## src/rtl/change_dispenser.sv

```systemverilog
// Greedy change payout: converts a BCD amount into a sequence of one-hot coin requests.
// Each coin is handed over by request/ack; aborts on a missing ack or an illegal amount.
module change_dispenser #(
  parameter int unsigned GAP_CYCLES     = 4,
  parameter int unsigned TIMEOUT_CYCLES = 1000
) (
  input  logic       clock_i,
  input  logic       reset_i,
  input  logic       start_i,
  input  logic [7:0] change_i,
  input  logic       coin_ack_i,
  output logic [2:0] coin_o,
  output logic [7:0] remaining_o,
  output logic       busy_o,
  output logic       done_o,
  output logic       error_o
);

  typedef enum logic [2:0] {StIdle, StCheck, StPresent, StGap, StFinish} state_e;

  localparam logic [2:0] CoinQuarter = 3'd4;
  localparam logic [2:0] CoinDime    = 3'd2;
  localparam logic [2:0] CoinNickel  = 3'd1;

  state_e      state_q;
  logic [2:0]  coin_q;
  logic [7:0]  rem_q;
  logic        busy_q, done_q, error_q;
  logic [15:0] tmo_q, gap_q;

  logic       illegal;
  logic [2:0] coin_sel;
  logic [7:0] rem_paid;

  // BCD subtract of a coin value; amounts are always multiples of 5 so units are 0 or 5.
  function automatic logic [7:0] bcd_sub(input logic [7:0] a, input logic [2:0] c);
    logic [3:0] st, su, nu, nt;
    logic       borrow;
    case (c)
      CoinQuarter: begin st = 4'd2; su = 4'd5; end
      CoinDime:    begin st = 4'd1; su = 4'd0; end
      default:     begin st = 4'd0; su = 4'd5; end
    endcase
    if (a[3:0] >= su) begin
      nu     = a[3:0] - su;
      borrow = 1'b0;
    end else begin
      nu     = a[3:0] + 4'd10 - su;
      borrow = 1'b1;
    end
    nt = a[7:4] - st - {3'b000, borrow};
    return {nt, nu};
  endfunction

  always_comb begin
    illegal  = (rem_q[7:4] > 4'd9) || !((rem_q[3:0] == 4'd0) || (rem_q[3:0] == 4'd5));
    rem_paid = bcd_sub(rem_q, coin_q);
    if ((rem_q[7:4] > 4'd2) || ((rem_q[7:4] == 4'd2) && (rem_q[3:0] >= 4'd5))) begin
      coin_sel = CoinQuarter;
    end else if (rem_q[7:4] >= 4'd1) begin
      coin_sel = CoinDime;
    end else begin
      coin_sel = CoinNickel;
    end
  end

  always_ff @(posedge clock_i or posedge reset_i) begin
    if (reset_i) begin
      state_q <= StIdle;
      coin_q  <= 3'd0;
      rem_q   <= 8'h00;
      busy_q  <= 1'b0;
      done_q  <= 1'b0;
      error_q <= 1'b0;
      tmo_q   <= 16'd0;
      gap_q   <= 16'd0;
    end else begin
      done_q <= 1'b0;
      unique case (state_q)
        StIdle: begin
          if (start_i) begin
            rem_q   <= change_i;
            error_q <= 1'b0;
            busy_q  <= 1'b1;
            state_q <= StCheck;
          end
        end
        StCheck: begin
          if (illegal) begin
            error_q <= 1'b1;
            busy_q  <= 1'b0;
            rem_q   <= 8'h00;
            state_q <= StIdle;
          end else if (rem_q == 8'h00) begin
            done_q  <= 1'b1;
            state_q <= StFinish;
          end else begin
            coin_q  <= coin_sel;
            tmo_q   <= 16'd0;
            state_q <= StPresent;
          end
        end
        StPresent: begin
          if (coin_ack_i) begin
            rem_q   <= rem_paid;
            coin_q  <= 3'd0;
            tmo_q   <= 16'd0;
            gap_q   <= 16'd0;
            state_q <= StGap;
          end else if (tmo_q == 16'(TIMEOUT_CYCLES - 1)) begin
            // Abort keeps the unpaid amount visible for the caller.
            coin_q  <= 3'd0;
            error_q <= 1'b1;
            busy_q  <= 1'b0;
            tmo_q   <= 16'd0;
            state_q <= StIdle;
          end else begin
            tmo_q <= tmo_q + 16'd1;
          end
        end
        StGap: begin
          if (gap_q == 16'(GAP_CYCLES - 1)) begin
            gap_q   <= 16'd0;
            state_q <= StCheck;
          end else begin
            gap_q <= gap_q + 16'd1;
          end
        end
        StFinish: begin
          busy_q  <= 1'b0;
          state_q <= StIdle;
        end
        default: state_q <= StIdle;
      endcase
    end
  end

  assign coin_o      = coin_q;
  assign remaining_o = rem_q;
  assign busy_o      = busy_q;
  assign done_o      = done_q;
  assign error_o     = error_q;

endmodule

```

## config.mk

```make
export PLATFORM = sky130hd
export DESIGN_NAME = change_dispenser
export DESIGN_NICKNAME = d
export VERILOG_FILES = /design/src/rtl/change_dispenser.sv
export SDC_FILE = /design/constraint.sdc
export NUM_CORES = 1
export LEC_CHECK = 0
export CAP_MARGIN = 5
export CORE_ASPECT_RATIO = 1.4
export CORE_MARGIN = 4
export CORE_UTILIZATION = 38
export CTS_BUF_LIST = sky130_fd_sc_hd__clkbuf_8
export CTS_CLUSTER_SIZE = 40
export DETAILED_ROUTE_END_ITERATION = 12
export PLACE_DENSITY = 0.64
export SLEW_MARGIN = 20
export SYNTH_ARGS = -nofsm -noshare
export SYNTH_HDL_FRONTEND = slang
export SYNTH_SLANG_ARGS = --single-unit
export TNS_END_PERCENT = 5
```

## constraint.sdc

```tcl
create_clock -name clock_i -period 5.46 [get_ports clock_i]
set_input_delay 1.092 -clock clock_i [delete_from_list [all_inputs] [get_ports clock_i]]
set_output_delay 1.092 -clock clock_i [all_outputs]
set_load 0.01 [all_outputs]
```

## Word level (Yosys, flattened, before mapping)

Cells that the tools add are included.

| word-level totals | value |
|---|---|
| register bits after elaboration | 49 |
| latch bits | 0 |
| memory bits (writable) | 0 |
| memory bits (read-only) | 0 |
| input port bits | 12 |
| memories kept | 0 |

| operators by class | value |
|---|---|
| $add $sub $neg | 7 |
| multipliers | 0 |
| div/mod/pow operators | 0 |
| $lt $le $gt $ge | 5 |
| eq/ne operators | 19 |
| shift operators | 0 |
| mux-type cells | 42 |
| bitwise operators | 0 |
| reductions and logical operators | 19 |

Operators with widths:

| cell | count |
|---|---|
| 16-bit 2-to-1 mux | 6 |
| 16-bit one-hot mux with 2 select lines | 2 |
| 3-bit 2-to-1 mux | 11 |
| 16-bit by 1-bit adder with 16-bit output, second input constant | 2 |
| 8-bit 2-to-1 mux | 3 |
| 8-bit one-hot mux with 3 select lines | 1 |
| 16-bit by 10-bit equality test with 1-bit output, second input constant | 1 |
| 16-bit by 2-bit equality test with 1-bit output, second input constant | 1 |
| 2-bit inequality test, second input constant | 8 |
| 1-bit 2-to-1 mux | 12 |
| 3-bit one-hot mux with 4 select lines | 1 |
| 4-bit subtractor | 3 |
| 5-bit AND reduction | 2 |
| 3-bit by 2-bit equality test with 1-bit output, second input constant | 3 |
| 8-bit zero test | 1 |
| 4-bit AND reduction | 2 |
| 3-bit equality test, second input constant | 2 |
| 3-bit one-hot mux with 2 select lines | 1 |
| 3-bit AND reduction | 2 |
| 4-bit adder, second input constant | 1 |
| 4-bit by 2-bit equality test with 1-bit output, second input constant | 1 |
| 4-bit by 3-bit equality test with 1-bit output, second input constant | 1 |
| 4-bit by 1-bit greater-or-equal comparator with 1-bit output, second input constant | 1 |
| 4-bit by 3-bit greater-or-equal comparator with 1-bit output, second input constant | 1 |
| 20 further kinds | 23 |

## Longest topological paths before layout

| depth | value |
|---|---|
| depth in word-level cells | 7 |
| gate-level depth with buffers | 15 |

## Least setup slack after synthesis

No wires, ideal clock.

| path | value |
|---|---|
| path kind | reg-to-reg |
| from | reg coin_q[0], in the netlist coin_o[0] |
| to | reg rem_q[7], in the netlist remaining_o[7] |
| setup time | 83 ps |
| data arrival time | 2,736 ps |
| data required time | 5,377 ps |
| setup slack | 2,641 ps |
| cell stages (with the launch flop) | 16 |
| clock period less this slack | 2,819 ps |
| path through | dfrtp_1 > nor2_1 > nand2_1 > inv_1 > ha_1 > inv_1 > ha_1 > nand2_1 > o2bb2ai_1 > inv_1 > fa_1 > ha_1 > a211oi_1 > nand2_1 > a2bb2oi_1 > o21ai_0 |

| on the way | value |
|---|---|
| word-level cells in the longest chain between the ends | 7 |
| elaborated cells between the ends (all ways) | 10 |
| those cells by class | add/sub: 2; order compare: 1; eq/ne: 2; mux: 5 |

RTL lines:

| element | line | source |
|---|---|---|
| from (decl) | 26 | `logic [2:0] coin_q;` |
| from (signal assigned) | 98 | `coin_q <= coin_sel;` |
| 3-bit by 2-bit equality test with 1-bit output | 39 | `case (c)` |
| 3-bit 2-to-1 mux | 39 |  |
| 4-bit greater-or-equal comparator | 44 | `if (a[3:0] >= su) begin` |
| 1-bit 2-to-1 mux | 44 |  |
| 4-bit by 1-bit subtractor with 4-bit output (*) | 51 | `nt = a[7:4] - st - {3'b000, borrow};` |
| 8-bit 2-to-1 mux (*) | 104 | `if (coin_ack_i) begin` |
| 8-bit one-hot mux with 3 select lines (*) | 79 | `unique case (state_q)` |
| to (signal assigned) | 82 | `rem_q <= change_i;` |
| to (signal assigned) | 105 | `rem_q <= rem_paid;` |
| to (decl) | 27 | `logic [7:0] rem_q;` |

Mark *: on every way between the ends. The rest lies on a longest branch, timed or not. The select of a mux whose other input is x is not followed.
A chain may end at the register's enable or synchronous reset.

## Worst setup path after layout

Ends and elaborated chain as after synthesis.

==> results.ini <==
[floorplan]
effective_utilization_at_floorplan = 0.3968
fp.dieW_um = 82.57
boundaryPins = 26
die_area_um2 = 9279
floorplan.die.height_um = 112.4
core.rowCount = 37
coreArea_um2 = 7453

[cells_and_area]
layout_cells_sized_above_1 = 0.05099
insertedDiodeCount = 0
finalNetCount = 376
final_common_cell = sky130_fd_sc_hd__dfrtp_1
layout_common_cells = 49 x sky130_fd_sc_hd__dfrtp_1, 37 x sky130_fd_sc_hd__nand2_1, 33 x sky130_fd_sc_hd__o21ai_0
area_growth_syn_to_layout_pct = 13.32

[timing]
maxSlewHeadroom = 0.4298
timing.final.crit_period_ps = 3117
fin_setup_tns_ps = 0
hold_viol = 0
hold_ws_ps = 511.8
post-route-period-util = 0.5708
worstMarginPinSlew_ps = 854.3
setup_viol_count_final = 0
fmax_mhz = 320.8
grt_setup_unrepaired = false
final_max_slew_viol_count = 0
fin_worst_skew_ps = 9.322

[power_and_ir_drop]
power.density_cell_area_nw_per_um2 = 480.7
power.leakage_uw = 0.001382
ir_drop_mv = 0.2295

[drt]
initialDrtViolationCount = 112
drt_pre_antenna_iters = 4
routed_wirelength_um = 6596
top_signal_layer_used = met4
route.vias.total = 2471
wire_per_inst_um = 14.66
met2_wirelength_um = 3461
number_of_vias_per_cell_after_detailed_routing = 5.491
wl_met3_um = 209
postRouteAntennaNets = 0
met1_length_um = 2827
detail_route.drc_violations = 0

[grt]
grt_pass1_wl_um = 11730
grt_pass1_vias = 2472
largest_net_degree_at_the_start_of_global_routing = 50
grt_resource_usage_total = 0.1564
grt_overflow = 0
antenna_found_initial = 0

[clock_network]
cts-htree-levels = 2
cts_setup_buffers = 0
cts-hold-fix-buffers = 0
clock_latency_ps = 300
numClockSinks = 49
post_cts_resized = 0
cts_made_buffers = 5
clk_pin_slew_ps = 100
clock_path_buffers = 2
cts-root-buf = sky130_fd_sc_hd__clkbuf_8
clock_tree_from_tritoncts = yes

[synthesis]
syn-instance-count = 333
synthesis.nets = 357
synth-async-reset-ratio = 1.000
synth_sequential_area_ratio = 0.4146
syn_avg_cell_area_um2 = 8.882
synth.yosys.warnings = 0
yosys_register_bits = 49
ys_dominant_reg_cell = sky130_fd_sc_hd__dfrtp_1
netlist_area_um2 = 2958
netlist-cell-type-count = 52
synth-edff-count = 0

[place]
gp_routability_congestion = 0.8432
io_buffers = 25
place.detailed.hpwl_um = 4798

[worst_setup_path]
worst_path_largest_cell_delay_ps = 440
critical_path.cell_chain = nor2_1, nand2_1, inv_1, ha_1, inv_1, ha_1, nand2_1, o2bb2ai_1, inv_1, fa_1, ha_1, a211oi_1, nand2_1, a2bb2oi_1, o21ai_0
timing_worst_setup_path_type = flip-flop to flip-flop
worst_setup_path_start_kind = flip-flop
worst_path_max_delay_cell = sky130_fd_sc_hd__dfrtp_1
worstSetupEndpointType = flip-flop
worst-endpoint-arrival_ps = 3340
critPathMaxFanout = 6
timing.critical_path.required_ps = 5680

[job]
max_cap_viol_count = 0

[run_status]
status = completed

[min_path]
holdCritPathClass = flip-flop to flip-flop

-- cells by family (layout without fill, tap and decap cells) --
kind of cell	after synthesis	after routing	share of synthesized area
buf+inv	39	59	0.05964
fa+ha+maj	12	12	0.05584
flops	49	49	0.4146
simple gates	126	126	0.2255
compound gates	90	90	0.1916
xor+xnor	11	11	0.03257
mux	6	6	0.02031
-- synthesized netlist by cell type, drive strengths merged (2+ instances only) --
cell type | count | area share
nor4 | 5 | 0.011
a22o | 4 | 0.012
nor3 | 5 | 0.0085
xnor2 | 4 | 0.012
ha | 10 | 0.042
and4 | 8 | 0.024
mux2i | 6 | 0.020
and2 | 2 | 0.0042
a31oi | 4 | 0.0085
nand2b | 4 | 0.0085
a21oi | 25 | 0.050
fa | 2 | 0.014
clkbuf | 9 | 0.015
nor2b | 3 | 0.0063
or2 | 2 | 0.0042
and3 | 5 | 0.011
a22oi | 4 | 0.010
inv | 24 | 0.030
or3 | 7 | 0.015
xor2 | 7 | 0.021
a211oi | 2 | 0.0051
dfrtp | 49 | 0.41
nor4bb | 2 | 0.0068
or4 | 3 | 0.0076
nand2 | 37 | 0.047
o21ai | 34 | 0.058
o31ai | 3 | 0.0076
nor2 | 17 | 0.022
a221oi | 2 | 0.0059
nand4 | 8 | 0.017
a2bb2oi | 3 | 0.0089
nand3 | 14 | 0.024
buf | 6 | 0.014
-- power breakdown --
group | total [uW] | leakage [uW] | switching, uW | internal (uW)
Combinational | 813 | 0.000684 | 446 | 366
Sequential | 584 | 0.000656 | 130 | 454
Clock | 214 | 0.0000416 | 125 | 88.7
Total | 1610 | 0.00138 | 702 | 909
-- sequential cells by signal, indices dropped and copies added (netlist names) --
signal       flops
tmo_q           16
state_q          3
busy_o           1
coin_o           3
error_o          1
done_o           1
gap_q           16
remaining_o      8
-- area by class of cell --
type,count,area (um^2)
Timing Repair Buffer,27,265.3
Multi-Input combinational cell,245,1560
Clock buffer,5,68.82
Fill cell,737,4101
Clock inverter,3,18.77
Sequential cell,49,1226
Inverter,24,91.34
Tap cell,97,121.4
-- path summary, 6_finish.rpt --
kind / from / end / slack, ps / cells after the start
min in group asynchronous: reset_i / gap_q[8] / 1250 / 2
worst max register to register: coin_o[0] / remaining_o[7] / 2340 / 15
max in group asynchronous: reset_i / remaining_o[0] / 3700 / 2
worst min-delay path: state_q[2] / state_q[0] / 510 / 1
worst min register to register: state_q[2] / state_q[0] / 510 / 1
worst max-delay path: coin_o[0] / remaining_o[7] / 2340 / 15
-- metrics by stage --
| stage | utilization | setup WS [ps] | area [um^2] | total power, uW | instances |
|---|---|---|---|---|---|
| final | 0.4497 | 2343 | 3352 | 1611 | 450 |
| after global routing | 0.4497 | 2024 | 3352 | 1781 | 450 |
| after CTS | 0.4496 | 2302 | 3351 | 1632 | 450 |
| after detailed placement | 0.4378 | 2327 | 3263 | 1411 | 442 |
| after global placement | 0.4378 | 2503 | 3263 | 1389 | 442 |
| after floorplan | - | 2641 | 2958 | 1173 | 333 |
-- routing by layer --
layer	GRT usage	vias to the layer above
li1	-	1241
met5	0	-
met3	0.02729	9
met1	0.1990	1188
met2	0.2628	33
met4	0.05234	0
-- worst max-delay path: cells and delay by family (launching register included) --
kind | cells | cell delay, ps
AO/OA/AOI/OAI | 4 | 940
adder cells (fa/ha/maj) | 4 | 1060
buffers and inverters | 3 | 220
flip-flops | 1 | 440
AND/OR/NAND/NOR | 4 | 360
(Power assumes the default switching activity.)
